`config.mk`:
```
export PLATFORM = sky130hd
export DESIGN_NAME = aes_round_sched
export DESIGN_NICKNAME = d
export VERILOG_FILES = /design/src/rtl/aes_round_sched.sv
export SDC_FILE = /design/constraint.sdc
export NUM_CORES = 1
export LEC_CHECK = 0
export BUFFER_PORTS_ARGS = -buffer_cell sky130_fd_sc_hd__buf_2
export CAP_MARGIN = 20
export CORE_MARGIN = 4
export CORE_UTILIZATION = 51
export DETAILED_ROUTE_END_ITERATION = 10
export GPL_TIMING_DRIVEN = 0
export PLACE_DENSITY = 0.76
export SLEW_MARGIN = 20
export SYNTH_ARGS = -nofsm -noshare
export SYNTH_HDL_FRONTEND = slang
export SYNTH_SLANG_ARGS = --single-unit
```
`constraint.sdc`:
```
create_clock -name clock -period 4.45 [get_ports clock]
set_input_delay 1.1125 -clock clock [delete_from_list [all_inputs] [get_ports clock]]
set_output_delay 1.1125 -clock clock [all_outputs]
set_load 0.01 [all_outputs]
```
`src/rtl/aes_round_sched.sv`:
```
// Slot-ring scheduler for an iterative, interleaved AES-128 round datapath.
// Define AES_SCHED_STATS_EN to add the blk_count / stall_count statistics outputs.

module aes_round_sched #(
    parameter int PIPE_DEPTH = 2,
    parameter int NUM_ROUNDS = 10
) (
    input  logic        clock,
    input  logic        reset,
    input  logic        in_valid,
    output logic        in_ready,
    output logic        dp_load,
    output logic        dp_empty,
    output logic [7:0]  dp_rcon,
    output logic        dp_final,
    output logic        out_valid,
    output logic        busy
`ifdef AES_SCHED_STATS_EN
    ,
    output logic [15:0] blk_count,
    output logic [15:0] stall_count
`endif
);

    localparam int              SP_W     = (PIPE_DEPTH > 1) ? $clog2(PIPE_DEPTH) : 1;
    localparam logic [SP_W-1:0] SP_MAX   = SP_W'(PIPE_DEPTH - 1);
    localparam logic [3:0]      LAST_RND = 4'(NUM_ROUNDS);

    typedef enum logic [1:0] {
        ACT_BUBBLE,
        ACT_LOAD,
        ACT_RECIRC
    } act_e;

    logic [SP_W-1:0]       sp_q;
    logic [SP_W-1:0]       sp_d;
    logic [PIPE_DEPTH-1:0] occ_q;
    logic [3:0]            rnd_q  [PIPE_DEPTH];
    logic [7:0]            rcon_q [PIPE_DEPTH];

    logic       cur_occ;
    logic [3:0] cur_rnd;
    logic [7:0] cur_rcon;
    logic       fin;
    act_e       act;
    logic       slot_occ_d;
    logic [3:0] slot_rnd_d;
    logic [7:0] slot_rcon_d;

    function automatic logic [7:0] xtime(input logic [7:0] x);
        return {x[6:0], 1'b0} ^ (x[7] ? 8'h1B : 8'h00);
    endfunction

    // Only the slot under the pointer is visible; its token is returning from the loop now.
    assign cur_occ  = occ_q[sp_q];
    assign cur_rnd  = rnd_q[sp_q];
    assign cur_rcon = rcon_q[sp_q];
    assign fin      = cur_occ && (cur_rnd == LAST_RND);
    assign sp_d     = (sp_q == SP_MAX) ? '0 : sp_q + 1'b1;

    always_comb begin
        // NOTE: every output and next-state signal gets a default first, so no path infers a latch.
        in_ready    = 1'b0;
        dp_load     = 1'b0;
        dp_empty    = 1'b1;
        dp_rcon     = 8'h00;
        dp_final    = 1'b0;
        out_valid   = 1'b0;
        busy        = 1'b0;
        act         = ACT_BUBBLE;
        slot_occ_d  = cur_occ;
        slot_rnd_d  = cur_rnd;
        slot_rcon_d = cur_rcon;

        if (!reset) begin
            out_valid = fin;
            busy      = |occ_q;
            in_ready  = !cur_occ || fin;

            if (cur_occ && !fin) begin
                act = ACT_RECIRC;
            end else if (in_valid && in_ready) begin
                act = ACT_LOAD;
            end

            unique case (act)
                ACT_RECIRC: begin
                    dp_empty    = 1'b0;
                    dp_rcon     = xtime(cur_rcon);
                    dp_final    = (cur_rnd + 4'd1 == LAST_RND);
                    slot_rnd_d  = cur_rnd + 4'd1;
                    slot_rcon_d = xtime(cur_rcon);
                end
                ACT_LOAD: begin
                    dp_load     = 1'b1;
                    dp_empty    = 1'b0;
                    dp_rcon     = 8'h01;
                    dp_final    = (NUM_ROUNDS == 1);
                    slot_occ_d  = 1'b1;
                    slot_rnd_d  = 4'd1;
                    slot_rcon_d = 8'h01;
                end
                default: begin
                    slot_occ_d = 1'b0;
                end
            endcase
        end
    end

    always_ff @(posedge clock) begin
        if (reset) begin
            // NOTE: the slot arrays are a handful of flops, not a RAM, so they take the reset too.
            sp_q  <= '0;
            occ_q <= '0;
            for (int i = 0; i < PIPE_DEPTH; i++) begin
                rnd_q[i]  <= 4'd0;
                rcon_q[i] <= 8'h00;
            end
        end else begin
            sp_q         <= sp_d;
            occ_q[sp_q]  <= slot_occ_d;
            rnd_q[sp_q]  <= slot_rnd_d;
            rcon_q[sp_q] <= slot_rcon_d;
        end
    end

`ifdef AES_SCHED_STATS_EN
    logic [15:0] blk_cnt_q;
    logic [15:0] stall_cnt_q;

    always_ff @(posedge clock) begin
        if (reset) begin
            blk_cnt_q   <= 16'h0000;
            stall_cnt_q <= 16'h0000;
        end else begin
            if (out_valid) begin
                blk_cnt_q <= blk_cnt_q + 16'h0001;
            end
            if (in_valid && !in_ready && (stall_cnt_q != 16'hFFFF)) begin
                stall_cnt_q <= stall_cnt_q + 16'h0001;
            end
        end
    end

    assign blk_count   = blk_cnt_q;
    assign stall_count = stall_cnt_q;
`endif

endmodule

```
## Word-level counts from Yosys, hierarchy flattened

Memories as Yosys holds them, arrays and structs flattened. A register that Yosys moved wholly into a read port is not among the register bits.
Cells that the tools add are included.

| cells by class | value |
|---|---|
| $add $sub $neg | 2 |
| $mul | 0 |
| div/mod/pow operators | 0 |
| $lt $le $gt $ge | 2 |
| equal/unequal tests | 4 |
| shift-type cells | 0 |
| muxes and demuxes | 37 |
| bitwise gates (word level) | 1 |
| reduce and logical (&&, ||, !) cells | 12 |

Operator list:

| operator | count |
|---|---|
| 8-bit case mux with 2 select lines | 2 |
| 8-bit two-way mux | 3 |
| 1-bit two-way mux | 23 |
| 4-bit equality test (second input constant) | 2 |
| 4-bit two-way mux | 2 |
| 4-bit case mux with 2 select lines | 1 |
| 8-bit OR reduction | 1 |
| 8-bit by 5-bit bitwise XOR with 8-bit output | 1 |
| 2-bit OR reduction | 3 |
| 5-bit two-way mux | 1 |
| 4-bit by 1-bit adder with 4-bit output (second input constant) | 1 |
| 1-bit logical AND | 4 |
| 2-bit two-way mux | 2 |
| 4-bit OR reduction | 1 |
| 2-bit bitwise mux | 1 |
| 2-bit by 1-bit equality test with 1-bit output (second input constant) | 1 |
| 2-bit equality test (second input constant) | 1 |
| 1-bit logical NOT | 2 |
| 1-bit by 2-bit less-than comparator with 1-bit output (second input constant) | 1 |
| 1-bit case mux with 2 select lines | 1 |
| 1-bit adder (second input constant) | 1 |
| 1-bit demux with 1-bit select | 1 |
| 1-bit >= comparator (second input constant) | 1 |
| 1-bit logical OR | 1 |

| storage, ports and cells | value |
|---|---|
| flip-flop bits (word level) | 3 |
| latch bits | 0 |
| bits in writable memories | 24 |
| ROM bits | 0 |
| input bits | 3 |
| output and inout bits | 14 |
| word-level logic and storage cells | 62 |
| memories kept | 2 |

Memory list:

| memory | words | width | rd ports | clocked after Yosys merged registers in | write ports | RTL line | source |
|---|---|---|---|---|---|---|---|
| rcon_q | 2 | 8 | 1 | 1 | 2 | 39 | `logic [7:0] rcon_q [PIPE_DEPTH];` |
| rnd_q | 2 | 4 | 1 | 1 | 2 | 38 | `logic [3:0] rnd_q [PIPE_DEPTH];` |

## Longest topological paths before layout

| depth | value |
|---|---|
| depth after elaboration | 12 |
| depth in mapped cells | 9 |
| mapped depth without buffers | 7 |

## Least setup slack after synthesis

Ideal clock, no wire load.

| timing | value |
|---|---|
| path kind | register to output |
| start point | reg sp_q |
| end point | out dp_final |
| arrival | 2.216 ns |
| setup slack | 1.121 ns |
| cell stages (with the launch flop) | 9 |
| path buffers | 2 |
| path through | dfxtp_1 buf_4 mux2i_1 inv_1 ha_1 and4bb_4 or4_4 buf_6 nor3_1 |

| on the way | value |
|---|---|
| cells in the longest elaborated chain, start to end | 11 |
| elaborated cells on any way between the ends | 14 |
| classes of those cells | eq/ne: 1; mux: 7; reduce/logical: 6 |

Ends and longest elaborated chain:

| element | RTL line | source |
|---|---|---|
| start: declaration | 35 | `logic [SP_W-1:0] sp_q;` |
| start signal: assignment | 120 | `sp_q <= sp_d;` |
| 1-bit two-way mux (not written as such) (*) (2 in a row) | 55 | `assign cur_occ = occ_q[sp_q];` |
| 1-bit logical NOT / 1-bit logical AND (equally long branches) | 78, 58 |  |
| 1-bit logical OR | 78 | `in_ready = !cur_occ \|\| fin;` |
| 1-bit logical AND | 82 | `end else if (in_valid && in_ready) begin` |
| 1-bit two-way mux | 82 |  |
| 2-bit two-way mux (*) | 80 | `if (cur_occ && !fin) begin` |
| 2-bit two-way mux (*) | 75 | `if (!reset) begin` |
| 2-bit equality test (*) | 86 | `unique case (act)` |
| 1-bit two-way mux (*) | 86 |  |
| 1-bit two-way mux (*) | 75 |  |
| end: declaration | 15 | `output logic dp_final,` |

Mark *: on every way between the ends. The rest lies on a longest branch, timed or not. The select of a mux whose other input is x is not followed.

## Worst setup path after layout

Ends and elaborated chain as after synthesis.

==> results.toml <==
[floorplanning]
die_h_um = 65.6
initial_core_util = 0.546
ioPinCount = 17
dieWidth_um = 65.6
core_sq_um = 3100
dieArea_sq_um = 4310
num_rows = 20

[power_and_ir_drop]
p_leak_uw = 0.000740
combPwrFrac = 0.220
internal-power_uw = 377
power_uw = 530
ir_drop_mv = 0.142
power_frac_clock = 0.194
swShare = 0.288
p_per_area_nw_per_um2 = 284
switching_power_uw = 152
p_seq_frac = 0.587

[route]
dr.pass1.iters = 5
vias = 1341
drt-wirelength-per-cell_um = 15.3
drt_iter0_drc = 98
ant_nets = 0
detail_route.wirelength_um = 3550
drc = 0
viasPerCell = 5.76

[sta]
fin_ws_ns = 0.561
min_period_ns = 3.89
relSlewSlack = 0.585
report.final.slew_viol_count = 0
setup_tns_ns = 0
worst_pin_slew_ns = 0.607
fin_skew_ns = 0.00264
fmax_mhz = 257
finalHoldViolCount = 0
setup_violations = 0
grt_setup_unrepaired = "no"
fin_crit_sh = 0.874

[cells_and_area]
multiInputGateArea_sq_um = 825
finalNetCount = 196
drive_gt1_frac = 0.180
fin_cells = 233
regArea_sq_um = 781
antennaDiodeCount = 0
fin_util = 0.601
fillers = 302
area_growth_pct = 10.2

[global_route]
grt_pass1_vias = 1313
globalRouteOverflowTotal = 0
antenna_found_initial = 0
grt_max_degree = 22
track_usage = 0.176
grt_pass1_wl_um = 5980

[clocking]
clock-sinks = 27
postCtsHoldBufs = 0
cts_resized = 0
cts_setup_buffers = 0
clock_latency_ns = 0.31
cts_buffers = 3
clk_path_buf_depth = 2
path_clk_slew_ns = 0.14
cts_tree = "yes"
cts_root_buf = "clkbuf_4"
htreeDepth = 1

[min_path]
hold_class = "reg -> reg"

[worst_setup_path]
r2r_setup_slack_ns = 1.86
cp-end-kind = "output port"
slowest_stage = "or4_4"
cp-start-kind = "flip-flop"
cp_top_family = "simple AND/OR/NAND/NOR gates"
arrival_ns = 2.78
critPathKind = "reg -> out"
path_buf_inv = 4
path_cells = "buf_4 > mux2i_1 > inv_1 > ha_1 > and4bb_4 > or4_4 > buf_6 > nor3_1 > buf_2"
max_stage_delay_ns = 0.51
required_ns = 3.34
cp_max_fo = 10

[synthesis]
synth_ff_type = "edfxtp_1"
synthCells = 168
seq_area_frac_synth = 0.461
synth_seq_cells = 27
synth_edf_count = 24
synth_nets = 174
async_flop_share = 0
ys_types = 41
syn_avg_cell_area_sq_um = 10.1
synth_area_sq_um = 1690
yosysWarnings = 0

[outcome]
status = "finished clean"

[placed_design]
pre_cts_slack_ns = 0.875
port_buffers = 16
dpl.hpwl_um = 2550
placed_cells = 228
gp_congestion = 0.864

[job]
drv_cap = 0
tightest hold or removal path: stages (launching register included):
cell,delay [ns]
dfxtp_1,0.37
nor2_1,0.11
a211oi_1,0.05
kinds of logic (layout without fill, tap and decap cells):
family | after synthesis | count (layout) | share of synthesized area
DFF | 27 | 27 | 0.461
muxes | 12 | 12 | 0.0746
AOI/OAI and AO/OA | 33 | 33 | 0.130
and+or+nand+nor | 66 | 66 | 0.219
buffers and inverters | 19 | 40 | 0.0517
adders and majority gates | 3 | 3 | 0.0222
xor gates and xnor gates | 8 | 8 | 0.0414
layer usage:
| layer | GRT usage | vias up | routed length [um] |
|---|---|---|---|
| met5 | 0 | - | 0 |
| met4 | 0.0415 | 0 | 36 |
| met3 | 0.0308 | 6 | 200 |
| met2 | 0.305 | 47 | 1690 |
| met1 | 0.229 | 635 | 1630 |
| li1 | - | 653 | - |
synthesized netlist by cell type, drive strengths merged, types with 4 or more instances:
cell type | number | area, sq um
nor2 | 17 | 63.8
inv | 7 | 26.3
mux2i | 10 | 104
nor3 | 4 | 20.0
edfxtp | 24 | 721
nand3b | 9 | 67.6
xnor2 | 4 | 35.0
clkbuf | 6 | 22.5
nand2 | 21 | 78.8
buf | 6 | 38.8
a21oi | 17 | 85.1
xor2 | 4 | 35.0
area by class of cell:
| cell class | count | share of cell area |
|---|---|---|
| well taps | 44 | 0.0295 |
| repair buffers | 17 | 0.0490 |
| inverters | 7 | 0.0141 |
| multi-input cells | 122 | 0.442 |
| flip-flops and latches | 27 | 0.419 |
| plain buffers | 12 | 0.0329 |
| clock buffers | 4 | 0.0141 |
registers in the layout, summed over array words and instances (netlist names):
| name | cells |
|---|---|
| occ_q | 2 |
| rnd_q | 8 |
| rcon_q | 16 |
| sp_q | 1 |
power by group through the flow:
stage | Clock (uW) | Sequential (uW) | Combinational [uW]
final | 103 | 311 | 116
after global routing | 117 | 313 | 129
after floorplan | 0 | 312 | 87.5
after global placement | 0 | 315 | 111
after CTS | 105 | 311 | 115
after detailed placement | 0 | 317 | 115
per-stage QoR:
| stage | hold slack, ns | area [sq um] |
|---|---|---|
| 3_5_place_dp | 0.543 | 1830 |
| 2_1_floorplan | 0.509 | 1690 |
| 5_1_grt | 0.587 | 1870 |
| 3_3_place_gp | 0.526 | 1830 |
| 4_1_cts | 0.561 | 1850 |
| 6_report | 0.560 | 1870 |
worst paths after layout:
path	cells after the start	start	end
min reg2reg	2	occ_q[1]	occ_q[1]
max reg2reg	8	sp_q	rnd_q[1][3]
min	2	occ_q[1]	occ_q[1]
max	9	sp_q	dp_final
cell usage in the layout (no fill, tap or decap), types with 2 or more instances in the layout:
cell and n:
nand2_1 21, dfxtp_1 3, ha_1 3, inv_1 7, xor2_1 4, nor2_1 17, xnor2_1 4, nor2b_1 2
mux2i_1 9, o31ai_1 2, o211ai_1 3, a21oi_1 17, a211oi_1 3, edfxtp_1 24, mux2_2 2, clkbuf_4 3
a32o_1 2, and4b_1 2, clkbuf_1 7, buf_6 2, nand3b_1 9, buf_2 20, nor3_1 4
(Power assumes the default switching activity.)
